[config.mk]
export PLATFORM = sky130hd
export DESIGN_NAME = wb_arbiter
export DESIGN_NICKNAME = d
export VERILOG_FILES = /design/src/rtl/wb_pkg.sv /design/src/rtl/wb_scoreboard.sv /design/src/rtl/wb_arbiter.sv
export SDC_FILE = /design/constraint.sdc
export NUM_CORES = 1
export LEC_CHECK = 0
export ABC_CLOCK_PERIOD_IN_PS = 2400
export BUFFER_PORTS_ARGS = -buffer_cell sky130_fd_sc_hd__buf_2
export CAP_MARGIN = 15
export CELL_PAD_IN_SITES_DETAIL_PLACEMENT = 0
export CELL_PAD_IN_SITES_GLOBAL_PLACEMENT = 2
export CORE_ASPECT_RATIO = 0.75
export CORE_UTILIZATION = 20
export DETAILED_ROUTE_END_ITERATION = 8
export PLACE_DENSITY_LB_ADDON = 0.1
export SLEW_MARGIN = 40
export SYNTH_ARGS = -nofsm -noshare
export SYNTH_HDL_FRONTEND = slang
export SYNTH_SLANG_ARGS = --single-unit
[constraint.sdc]
create_clock -name clock -period 2.4 [get_ports clock]
set_input_delay 0.36 -clock clock [delete_from_list [all_inputs] [get_ports clock]]
set_output_delay 0.36 -clock clock [all_outputs]
set_load 0.005 [all_outputs]
[src/rtl/wb_pkg.sv]
// Shared types and constants for the writeback arbiter.
// Contents: source-select enum, RD_ZERO, wait-counter width.
package wb_pkg;

    typedef enum logic [1:0] {
        SRC_NONE,
        SRC_ALU,
        SRC_LSU,
        SRC_MDU
    } src_t;

    localparam int RD_ZERO = 0;
    localparam int WAIT_W  = 4;

endpackage

[src/rtl/wb_scoreboard.sv]
// Pending-destination bit vector; a set beats a clear on the same index.
// Ports: i_clock, i_reset, i_set/i_set_rd, i_clr/i_clr_rd, o_busy[NUM].
module wb_scoreboard
    import wb_pkg::*;
#(
    parameter int NUM = 32,
    parameter int AW  = $clog2(NUM)
) (
    input  logic           i_clock,
    input  logic           i_reset,
    input  logic           i_set,
    input  logic [AW-1:0]  i_set_rd,
    input  logic           i_clr,
    input  logic [AW-1:0]  i_clr_rd,
    output logic [NUM-1:0] o_busy
);

    logic [NUM-1:0] r_busy;
    logic [NUM-1:0] w_next;

    always_comb begin
        w_next = r_busy;
        if (i_clr) w_next[i_clr_rd] = 1'b0;
        // Set after clear so a reissue to the same register stays pending.
        if (i_set) w_next[i_set_rd] = 1'b1;
        w_next[RD_ZERO] = 1'b0;
    end

    always_ff @(posedge i_clock) begin
        if (i_reset) r_busy <= '0;
        else         r_busy <= w_next;
    end

    assign o_busy = r_busy;

endmodule

[src/rtl/wb_arbiter.sv]
// Writeback arbiter: ALU/LSU/MDU results onto one register-file write port.
// Ports: clock, reset, {alu,lsu,mdu}_{valid,ready,rd,data}, issue_valid,
// issue_rd, addr_w/data_w (registered, addr 0 = no write), busy[NUM].
// Optional scoreboard: define WB_SCOREBOARD_EN; otherwise busy is 0.
module wb_arbiter
    import wb_pkg::*;
#(
    parameter int XLEN     = 32,
    parameter int NUM      = 32,
    parameter int MAX_WAIT = 4,
    localparam int AW      = $clog2(NUM)
) (
    input  logic            clock,
    input  logic            reset,
    input  logic            alu_valid,
    output logic            alu_ready,
    input  logic [AW-1:0]   alu_rd,
    input  logic [XLEN-1:0] alu_data,
    input  logic            lsu_valid,
    output logic            lsu_ready,
    input  logic [AW-1:0]   lsu_rd,
    input  logic [XLEN-1:0] lsu_data,
    input  logic            mdu_valid,
    output logic            mdu_ready,
    input  logic [AW-1:0]   mdu_rd,
    input  logic [XLEN-1:0] mdu_data,
    input  logic            issue_valid,
    input  logic [AW-1:0]   issue_rd,
    output logic [AW-1:0]   addr_w,
    output logic [XLEN-1:0] data_w,
    output logic [NUM-1:0]  busy
);

    localparam logic [WAIT_W-1:0] W_MAX  = WAIT_W'(MAX_WAIT);
    localparam logic [AW-1:0]     W_ZERO = AW'(RD_ZERO);

    logic [WAIT_W-1:0] r_lsu_wait;
    logic [WAIT_W-1:0] r_mdu_wait;
    logic [AW-1:0]     r_addr;
    logic [XLEN-1:0]   r_data;

    logic            w_lsu_aged;
    logic            w_mdu_aged;
    logic            w_alu_xfer;
    logic            w_lsu_xfer;
    logic            w_mdu_xfer;
    src_t            w_src;
    logic [AW-1:0]   w_rd;
    logic [XLEN-1:0] w_data;

    assign w_lsu_aged = (r_lsu_wait == W_MAX);
    assign w_mdu_aged = (r_mdu_wait == W_MAX);

    // Each ready is "this source would win if it were valid", so it
    // never looks at its own valid.
    assign alu_ready = !reset && !w_lsu_aged && !w_mdu_aged;
    assign lsu_ready = !reset
                     && (w_lsu_aged || (!w_mdu_aged && !alu_valid));
    assign mdu_ready = !reset && !w_lsu_aged
                     && (w_mdu_aged || (!alu_valid && !lsu_valid));

    assign w_alu_xfer = alu_valid && alu_ready;
    assign w_lsu_xfer = lsu_valid && lsu_ready;
    assign w_mdu_xfer = mdu_valid && mdu_ready;

    // The ready equations make the three transfers mutually exclusive.
    always_comb begin
        w_src  = SRC_NONE;
        w_rd   = W_ZERO;
        w_data = '0;
        unique case (1'b1)
            w_alu_xfer: begin
                w_src  = SRC_ALU;
                w_rd   = alu_rd;
                w_data = alu_data;
            end
            w_lsu_xfer: begin
                w_src  = SRC_LSU;
                w_rd   = lsu_rd;
                w_data = lsu_data;
            end
            w_mdu_xfer: begin
                w_src  = SRC_MDU;
                w_rd   = mdu_rd;
                w_data = mdu_data;
            end
            default: ;
        endcase
    end

    function automatic logic [WAIT_W-1:0] next_wait(
        input logic              v,
        input logic              xfer,
        input logic [WAIT_W-1:0] cnt
    );
        if (!v || xfer)      return '0;
        else if (cnt == W_MAX) return cnt;
        else                 return cnt + 1'b1;
    endfunction

    always_ff @(posedge clock) begin
        if (reset) begin
            r_lsu_wait <= '0;
            r_mdu_wait <= '0;
            r_addr     <= W_ZERO;
            r_data     <= '0;
        end else begin
            r_lsu_wait <= next_wait(lsu_valid, w_lsu_xfer, r_lsu_wait);
            r_mdu_wait <= next_wait(mdu_valid, w_mdu_xfer, r_mdu_wait);
            r_addr     <= (w_src != SRC_NONE) ? w_rd : W_ZERO;
            if (w_src != SRC_NONE) r_data <= w_data;
        end
    end

    assign addr_w = r_addr;
    assign data_w = r_data;

`ifdef WB_SCOREBOARD_EN
    wb_scoreboard #(
        .NUM (NUM),
        .AW  (AW)
    ) u_sb (
        .i_clock  (clock),
        .i_reset  (reset),
        .i_set    (issue_valid && (issue_rd != W_ZERO)),
        .i_set_rd (issue_rd),
        .i_clr    ((w_src == SRC_LSU) || (w_src == SRC_MDU)),
        .i_clr_rd (w_rd),
        .o_busy   (busy)
    );
`else
    logic w_unused;
    assign w_unused = ^{issue_valid, issue_rd};
    assign busy     = '0;
`endif

endmodule

==> After elaboration in Yosys (flattened, before gate mapping) <==
Index checks and enable logic that the tools add are counted.
{ "totals": {"register_bits": 45, "latch_bits": 0, "mem_bits_rw": 0, "mem_bits_ro": 0, "input_bits": 122, "out_inout_bits": 72, "word_cells": 35, "n_memories": 0} }
{ "classes": {"n_addsub": 2, "mul": 0, "div_mod_pow": 0, "order_cmp": 0, "n_eq_ne": 2, "shift": 0, "muxes": 3, "n_bitwise": 1, "n_reduce_logical": 23} }
{ "op_table": {"columns": ["operator", "n"], "rows": [
  ["$pmux W32 S3", 1],
  ["$pmux W5 S3", 1],
  ["$logic_and A1 B1 Y1", 9],
  ["$add A4 B1 Y4 const B", 2],
  ["$eq A4 B3 Y1 const B", 2],
  ["$logic_not A1 Y1", 6],
  ["$pmux W2 S3", 1],
  ["$reduce_or A2 Y1", 3],
  ["$logic_or A1 B1 Y1", 4],
  ["$reduce_bool A2 Y1", 1],
  ["$not A1 Y1", 1]
]} }

==> Longest topological paths before layout <==
Gate-level depths: netlist (run 1).
{ "logic_depth": {"ltp_word": 10, "mapped_depth": 9} }

==> Worst setup path before layout (run 1) <==
OpenSTA, ideal clock, no wires.
{ "synth_timing": {"path_type": "register -> register", "startpoint": "register r_lsu_wait[0]", "endpoint": "register r_data[18], in the netlist data_w[18]", "setup_time_ps": 134, "arrival_time_ps": 1791, "path_slack_ps": 475, "path_stages_with_launch": 9, "n_path_buf": 2, "synth_period_minus_slack_ps": 1925, "path_cell_list": "dfxtp_1 inv_1 ha_1 and3b_1 buf_6 a211o_1 nor2_2 buf_2 a211oi_1"} }
{ "synth_via": {"elab_chain_len": 7} }
{ "synth_rtl": {"columns": ["element", "line_no", "rtl"], "rows": [
  ["start: declaration", "wb_arbiter.sv:37", "logic [WAIT_W-1:0] r_lsu_wait;"],
  ["start signal: assignment", "wb_arbiter.sv:108", "r_lsu_wait <= next_wait(lsu_valid, w_lsu_xfer, r_lsu_wait);"],
  ["$eq A4 B3 Y1 (*)", "wb_arbiter.sv:51", "assign w_lsu_aged = (r_lsu_wait == W_MAX);"],
  ["$logic_not A1 Y1", "wb_arbiter.sv:56, wb_arbiter.sv:59", null],
  ["$logic_and A1 B1 Y1", "wb_arbiter.sv:56, wb_arbiter.sv:59", null],
  ["$logic_and A1 B1 Y1 (on tied branches)", "wb_arbiter.sv:60, wb_arbiter.sv:56", null],
  ["$logic_and A1 B1 Y1 (on tied branches)", "wb_arbiter.sv:64, wb_arbiter.sv:62", null],
  ["$pmux W2 S3", "wb_arbiter.sv:71", "unique case (1'b1)"],
  ["$reduce_bool A2 Y1", "wb_arbiter.sv:111", "if (w_src != SRC_NONE) r_data <= w_data;"],
  ["end signal: assignment", "wb_arbiter.sv:111", null],
  ["end: declaration", "wb_arbiter.sv:40", "logic [XLEN-1:0] r_data;"]
]} }
Mark *: on every way between the ends. The rest lies on a longest branch, timed or not.
A chain may end at the register's enable or synchronous reset.

==> Worst setup path in the final report (run 1) <==
{ "layout_timing": {"startpoint": "register r_mdu_wait[0]", "endpoint": "register r_data[22], in the netlist data_w[22]"} }
{ "layout_via": {"elab_chain_len": 8} }
{ "layout_rtl": {"columns": ["element", "line_no", "rtl"], "rows": [
  ["start: declaration", "wb_arbiter.sv:38", "logic [WAIT_W-1:0] r_mdu_wait;"],
  ["start signal: assignment", "wb_arbiter.sv:109", "r_mdu_wait <= next_wait(mdu_valid, w_mdu_xfer, r_mdu_wait);"],
  ["$eq A4 B3 Y1 (*)", "wb_arbiter.sv:52", "assign w_mdu_aged = (r_mdu_wait == W_MAX);"],
  ["$logic_not A1 Y1", "wb_arbiter.sv:56, wb_arbiter.sv:58", null],
  ["$logic_and A1 B1 Y1", "wb_arbiter.sv:58", "&& (w_lsu_aged || (!w_mdu_aged && !alu_valid));"],
  ["$logic_or A1 B1 Y1", "wb_arbiter.sv:58", null],
  ["$logic_and A1 B1 Y1", "wb_arbiter.sv:58", null],
  ["$logic_and A1 B1 Y1", "wb_arbiter.sv:63", "assign w_lsu_xfer = lsu_valid && lsu_ready;"],
  ["$pmux W2 S3", "wb_arbiter.sv:71", null],
  ["$reduce_bool A2 Y1", "wb_arbiter.sv:111", null]
]} }
Marks and branches as above.

==> impl_metrics.yaml, run 1 <==
clock_tree:
  cts_sinks: 45
  numCtsBuffers: 5
  cts_buffer_depth: 2
  clkTransAtPathRegs_ns: 0.07
  cts_root_buf: "clkbuf_16"
  clock_latency_ns: 0.28
  cts_htree_levels: 2
  cts_tree: "yes"
  postCtsSetupBuffers: 0
  cts_hold_buf: 0
  post_cts_resized: 0
sta:
  tns_ns: 0
  max_freq_mhz: 447
  setup_viol: 0
  drv_slew: 0
  timing.final.crit_share_pct: 93.1
  whs_ns: 0.262
  finalHoldViolCount: 0
  slew_headroom_pct: 63.4
  final.min_clock_period_ns: 2.23
  rsz0062_at_grt: "false"
  fin_skew_ns: 0.00636
  worst_pin_slew_ns: 0.544
logic_synthesis:
  synthTopCellsByArea: "dfxtp_1, a222oi_1, buf_4"
  netlist_area_um2: 2420
  ys_warn_count: 0
  synth.largest_area_cell: "dfxtp_1"
  yosysMostFrequentCell: "dfxtp_1"
  synth_top_area_share_pct: 37.3
  synth.top_cells.by_count: "dfxtp_1, a21oi_1, buf_4, a222oi_1, a211oi_1"
  avgSynthCellArea_um2: 9.08
  synth_cells: 266
  synth_cell_type_count: 34
  ys.flop_type: "dfxtp_1"
  ys_ff_latch: 45
  seq_area_frac_synth_pct: 37.3
  synthArstFlopShare_pct: 0
  synth_edf_count: 0
min_path:
  hold_path_startpoint: "mdu_rd[0]"
  min_path_type: "input port to register"
  hold_depth: 3
  worstHoldEndpoint: "addr_w[0]$_SDFF_PP0_"
layout:
  design_area_um2: 3440
  multiInputGateArea_um2: 1250
  post-route-util_pct: 29.4
  area_growth_pct: 42.2
  n_fill_cell: 1281
  finalNetCount: 540
  post_route_cells_drive_above_1_share_pct: 43.4
  insertedDiodeCount: 0
  final-seq-area_um2: 901
  final_cells: 577
place:
  place_congestion: 0.684
  placed_cell_area_um2: 3260
  hpwl_mm: 6.18
  io_buffers: 155
  place_inst: 569
worst_setup_path:
  reg2reg_from: "r_mdu_wait[0]$_SDFFE_PP0N_"
  cp_slowest_cell: "a222oi_1"
  cp.arrival_ns: 2.38
  end_kind: "register"
  crit_chain: "inv_1 > ha_1 > and3b_1 > o32ai_4 > buf_12 > a222oi_1 > a211oi_1"
  critical_path_buf_inv_count: 2
  crit_start: "r_mdu_wait[0]$_SDFFE_PP0N_"
  crit_required_ns: 2.55
  reg2reg_slack_ns: 0.17
  cpPeakStageDelay_ns: 0.49
  path_max_fanout: 36
  reg2regPathDepth: 7
  crit_type: "register to register"
  cpLargestDelayFamily: "compound AO/OA/AOI/OAI gates"
  timing.rr.end: "data_w[22]$_SDFFE_PP0P_"
  startpoint_type: "register"
floorplanning:
  dieArea_um2: 12500
  core_area_um2: 11700
  start_util_pct: 20.7
  die_h_um: 97.2
  die_w_um: 129
  rows: 34
  io_pins: 194
power:
  seq_power_share_pct: 41.3
  combPwrFrac_pct: 17.9
  leakage_nw: 1.57
  p_per_area_nw_per_um2: 574
  intPower_w: 0.00149
  power_switching_w: 0.000484
  ir_drop_v: 0.000308
  pwr-share-clk_pct: 40.8
  switching_share_pct: 24.5
detailed_routing:
  vias: 2580
  wl_per_cell_um: 14.9
  viasPerCell: 4.47
  drc_errors: 0
  firstDrtPassIters: 5
  ant_nets: 0
  finalWirelength_mm: 8.61
  drtIter0Drc: 247
run_status:
  status: "completed"
global_routing:
  grt_overflow: 0
  grt_pass1_wl_mm: 12.9
  grt_pass1_vias: 2353
  grt_start_max_net_pins: 37
  antenna_found_initial: 0
  grt_usage_pct: 13.5
flow_run:
  drv_cap: 0
placed cells by master (no fill, tap or decap), drive strengths merged, types with 2 or more instances in the layout:
cell type  Yosys  layout
buf           47     165
dfxtp         45      45
a21oi         38      38
a222oi        32      32
conb           1      32
a211oi        20      20
nand2         15      15
o21ai         14      14
nor2           8       8
nor3           7       7
clkbuf         8       6
inv            5       5
a22oi          5       5
ha             4       4
xnor2          3       3
nand3b         2       2
nand3          2       2
and3b          2       2
stage by stage:
stage | setup WS (ns) | total power [W]
floorplan | 0.475 | 0.00103
global placement | 0.142 | 0.00119
detailed placement | 0.140 | 0.00119
CTS | 0.127 | 0.00201
global route | 0.00827 | 0.00209
finish | 0.165 | 0.00197
routing by layer:
layer,vias up,global-route usage [%],share of wire (%)
met1,1191,19.1,49
met5,-,0,0
met3,4,3.36,7.8
met2,119,20.7,43
li1,1266,-,-
met4,0,2.44,0.58
flip-flops by register name, indices dropped and copies added, names as in the netlist:
register / flops
addr_w: 5
r_mdu_wait: 4
data_w: 32
r_lsu_wait: 4
layout make-up:
type                       count  area share (%)
inverter                       5           0.546
sequential                    45            26.2
clock inverter                 2            1.09
tap                          162            5.90
multi-input combinational    192            36.3
clock buffer                   6            4.04
timing repair buffer         165            25.9
worst max path at each step:
stage	end	slack, ns	cells after the start
4_1_cts	data_w[22]$_SDFFE_PP0P_	0.13	6
3_5_place_dp	data_w[22]$_SDFFE_PP0P_	0.14	6
2_1_floorplan	data_w[18]$_SDFFE_PP0P_	0.47	8
3_3_place_gp	data_w[22]$_SDFFE_PP0P_	0.14	7
6_report	data_w[22]$_SDFFE_PP0P_	0.17	7
5_1_grt	data_w[22]$_SDFFE_PP0P_	0.008	7
power by group through the flow:
stage / registers, W / clock network (W) / logic [W]
finish: 0.000814 / 0.000804 / 0.000354
global placement: 0.000830 / 0 / 0.000356
floorplan: 0.000836 / 0 / 0.000191
detailed placement: 0.000832 / 0 / 0.000358
global route: 0.000820 / 0.000872 / 0.000397
CTS: 0.000815 / 0.000834 / 0.000359
worst register-to-register path, delay by kind of cell (launching register included):
| kind | cells | cell delay [ns] |
|---|---|---|
| buffers and inverters | 2 | 0.30 |
| flip-flops | 1 | 0.33 |
| AND/OR/NAND/NOR | 1 | 0.44 |
| AO/OA/AOI/OAI | 3 | 0.84 |
| adder cells (fa/ha/maj) | 1 | 0.19 |
cells by family (layout without fill, tap and decap cells):
logic type	count (synthesis)	after routing	synth area share, %
simple gates	41	41	9.22
buf+inv	60	178	16.0
xor+xnor	3	3	1.09
flops	45	45	37.3
compound gates	112	112	34.2
fa+ha+maj	4	4	2.07
other cells	1	32	0.155
Power figures use the tool's default switching activity.
==> run 2: changes to the inputs <==
--- a/config.mk
+++ b/config.mk
@@ -12,8 +12,11 @@
 export CELL_PAD_IN_SITES_GLOBAL_PLACEMENT = 2
 export CORE_ASPECT_RATIO = 0.75
 export CORE_UTILIZATION = 20
+export CTS_CLUSTER_DIAMETER = 40
 export DETAILED_ROUTE_END_ITERATION = 8
+export GPL_TIMING_DRIVEN = 0
 export PLACE_DENSITY_LB_ADDON = 0.1
+export SETUP_SLACK_MARGIN = 0.2
 export SLEW_MARGIN = 40
 export SYNTH_ARGS = -nofsm -noshare
 export SYNTH_HDL_FRONTEND = slang
==> impl_metrics.yaml, run 2 (synthesis results as in run 1) <==
flow_run:
  drv_cap: 0
worst_setup_path:
  cp.arrival_ns: 2.24
  crit_chain: "inv_1 > ha_1 > and3b_1 > buf_4 > o211a_1 > buf_6 > buf_6 > a222oi_1 > a211oi_1"
  end_kind: "register"
  crit_type: "register to register"
  critical_path_buf_inv_count: 4
  cpLargestDelayFamily: "compound AO/OA/AOI/OAI gates"
  startpoint_type: "register"
  path_common_cell: "buf_6"
  crit_required_ns: 2.54
  path_max_fanout: 10
  cpPeakStageDelay_ns: 0.33
  cp_slowest_cell: "dfxtp_2"
power:
  p_per_area_nw_per_um2: 509
  leakage_nw: 1.84
  ir_drop_v: 0.000270
  finalPower_w: 0.00193
place:
  place_congestion: 0.711
  placed_cell_area_um2: 3510
  io_buffers: 154
  hpwl_mm: 6.88
clock_tree:
  clock_latency_ns: 0.28
  cts_tree: "yes"
  cts_htree_levels: 2
  numCtsBuffers: 5
  cts_root_buf: "clkbuf_16"
  cts_sinks: 45
  cts_hold_buf: 0
  clkTransAtPathRegs_ns: 0.07
  cts_buffer_depth: 2
global_routing:
  grt_overflow: 0
  grt_pass1_vias: 2542
  grt_pass1_wl_mm: 13.2
  grt_start_max_net_pins: 15
  grt_usage_pct: 13.7
  antenna_found_initial: 0
sta:
  slew_headroom_pct: 57.2
  finalHoldViolCount: 0
  rsz0062_at_grt: "true"
  fin_skew_ns: 0.00876
  setup_viol: 0
  worst_pin_slew_ns: 0.635
  timing.final.crit_share_pct: 87.5
  max_freq_mhz: 476
  drv_slew: 0
  final.min_clock_period_ns: 2.10
floorplanning:
  dieArea_um2: 12500
  rows: 34
  die_w_um: 129
  die_h_um: 97.2
  io_pins: 194
  start_util_pct: 20.7
  core_area_um2: 11700
layout:
  layout_commonest_cell: "buf_2"
  layout.cells.most_common_list: "buf_2, buf_4, dfxtp_1"
  design_area_um2: 3790
  post_route_cells_drive_above_1_share_pct: 49.4
  multiInputGateArea_um2: 1260
  area_growth_pct: 56.9
  finalNetCount: 595
  final-seq-area_um2: 903
  insertedDiodeCount: 0
  largest_reg_flops: 32
  n_fill_cell: 1286
detailed_routing:
  drtIter0Drc: 175
  wl_per_cell_um: 14.2
  vias: 2739
  firstDrtPassIters: 6
  drc_errors: 0
  finalWirelength_mm: 8.96
  viasPerCell: 4.33
  ant_nets: 0
run_status:
  status: "completed"
min_path:
  min_path_type: "input port to register"
run 2: cell count changes in the layout (fill, tap and decap cells not counted), moves of 2 or more:
cell,previous run,this run
buf_12,3,0
buf_2,155,159
buf_4,7,46
buf_6,0,6
clkbuf_1,0,3
clkbuf_2,0,4
clkbuf_4,0,2
dfxtp_1,45,43
dfxtp_2,0,2
run 2: layout make-up:
cell class | count | share of cell area [%]
Multi-Input combinational cell | 192 | 33.2
Sequential cell | 45 | 23.8
Timing Repair Buffer | 165 | 22.5
Buffer | 55 | 10.6
Tap cell | 162 | 5.35
Clock buffer | 6 | 3.66
Inverter | 5 | 0.495
Clock inverter | 2 | 0.363
run 2: timing repair:
action | in CTS | in global routing
endpoints found under the hold margin | 0 | 0
pin swaps | 6 | 10
setup endpoints to repair | 37 | 25
setup buffers | 2 | 9
resized for setup | 9 | 15
run 2: power by group:
group          switching, W  total (W)  internal [W]
clock              0.000292   0.000707      0.000415
sequential        0.0000210   0.000815      0.000794
combinational      0.000188   0.000407      0.000219
run 2: path summary, 6_finish.rpt:
kind / startpoint / endpoint / slack, ns / cells past startpoint
worst max-delay path: r_mdu_wait[0]$_SDFFE_PP0N_ / data_w[26]$_SDFFE_PP0P_ / 0.30 / 9
worst min-delay path: mdu_rd[0] / addr_w[0]$_SDFF_PP0_ / 0.26 / 3
worst max register to register: r_mdu_wait[0]$_SDFFE_PP0N_ / data_w[26]$_SDFFE_PP0P_ / 0.30 / 9
worst min register to register: r_lsu_wait[0]$_SDFFE_PP0P_ / r_lsu_wait[0]$_SDFFE_PP0P_ / 0.46 / 1
run 2: worst min-delay path, delay by kind of cell:
kind | cells | cell delay [ns]
buf+inv | 1 | 0.07
simple gates | 2 | 0.08
run 2: stage by stage:
step / setup TNS (ns) / instances / setup WS (ns) / hold WS, ns / util (%)
detailed placement: -0.0116 / 613 / -0.0102 / 0.454 / 30.0
global placement: -0.00189 / 613 / -0.00189 / 0.446 / 30.0
floorplan: 0 / 297 / 0.475 / 0.430 / -
finish: 0 / 632 / 0.300 / 0.261 / 32.4
global route: 0 / 632 / 0.200 / 0.261 / 32.4
CTS: 0 / 623 / 0.182 / 0.255 / 31.6
run 2: layer usage:
metal / vias up / global-route usage (%) / share of wire [%] / wire length [um]
met5: - / 0 / 0 / 0
met4: 0 / 2.44 / 0.55 / 49
met3: 2 / 3.52 / 8.5 / 760
met2: 127 / 22.5 / 43 / 3870
met1: 1238 / 18.2 / 48 / 4280
li1: 1372 / - / - / -
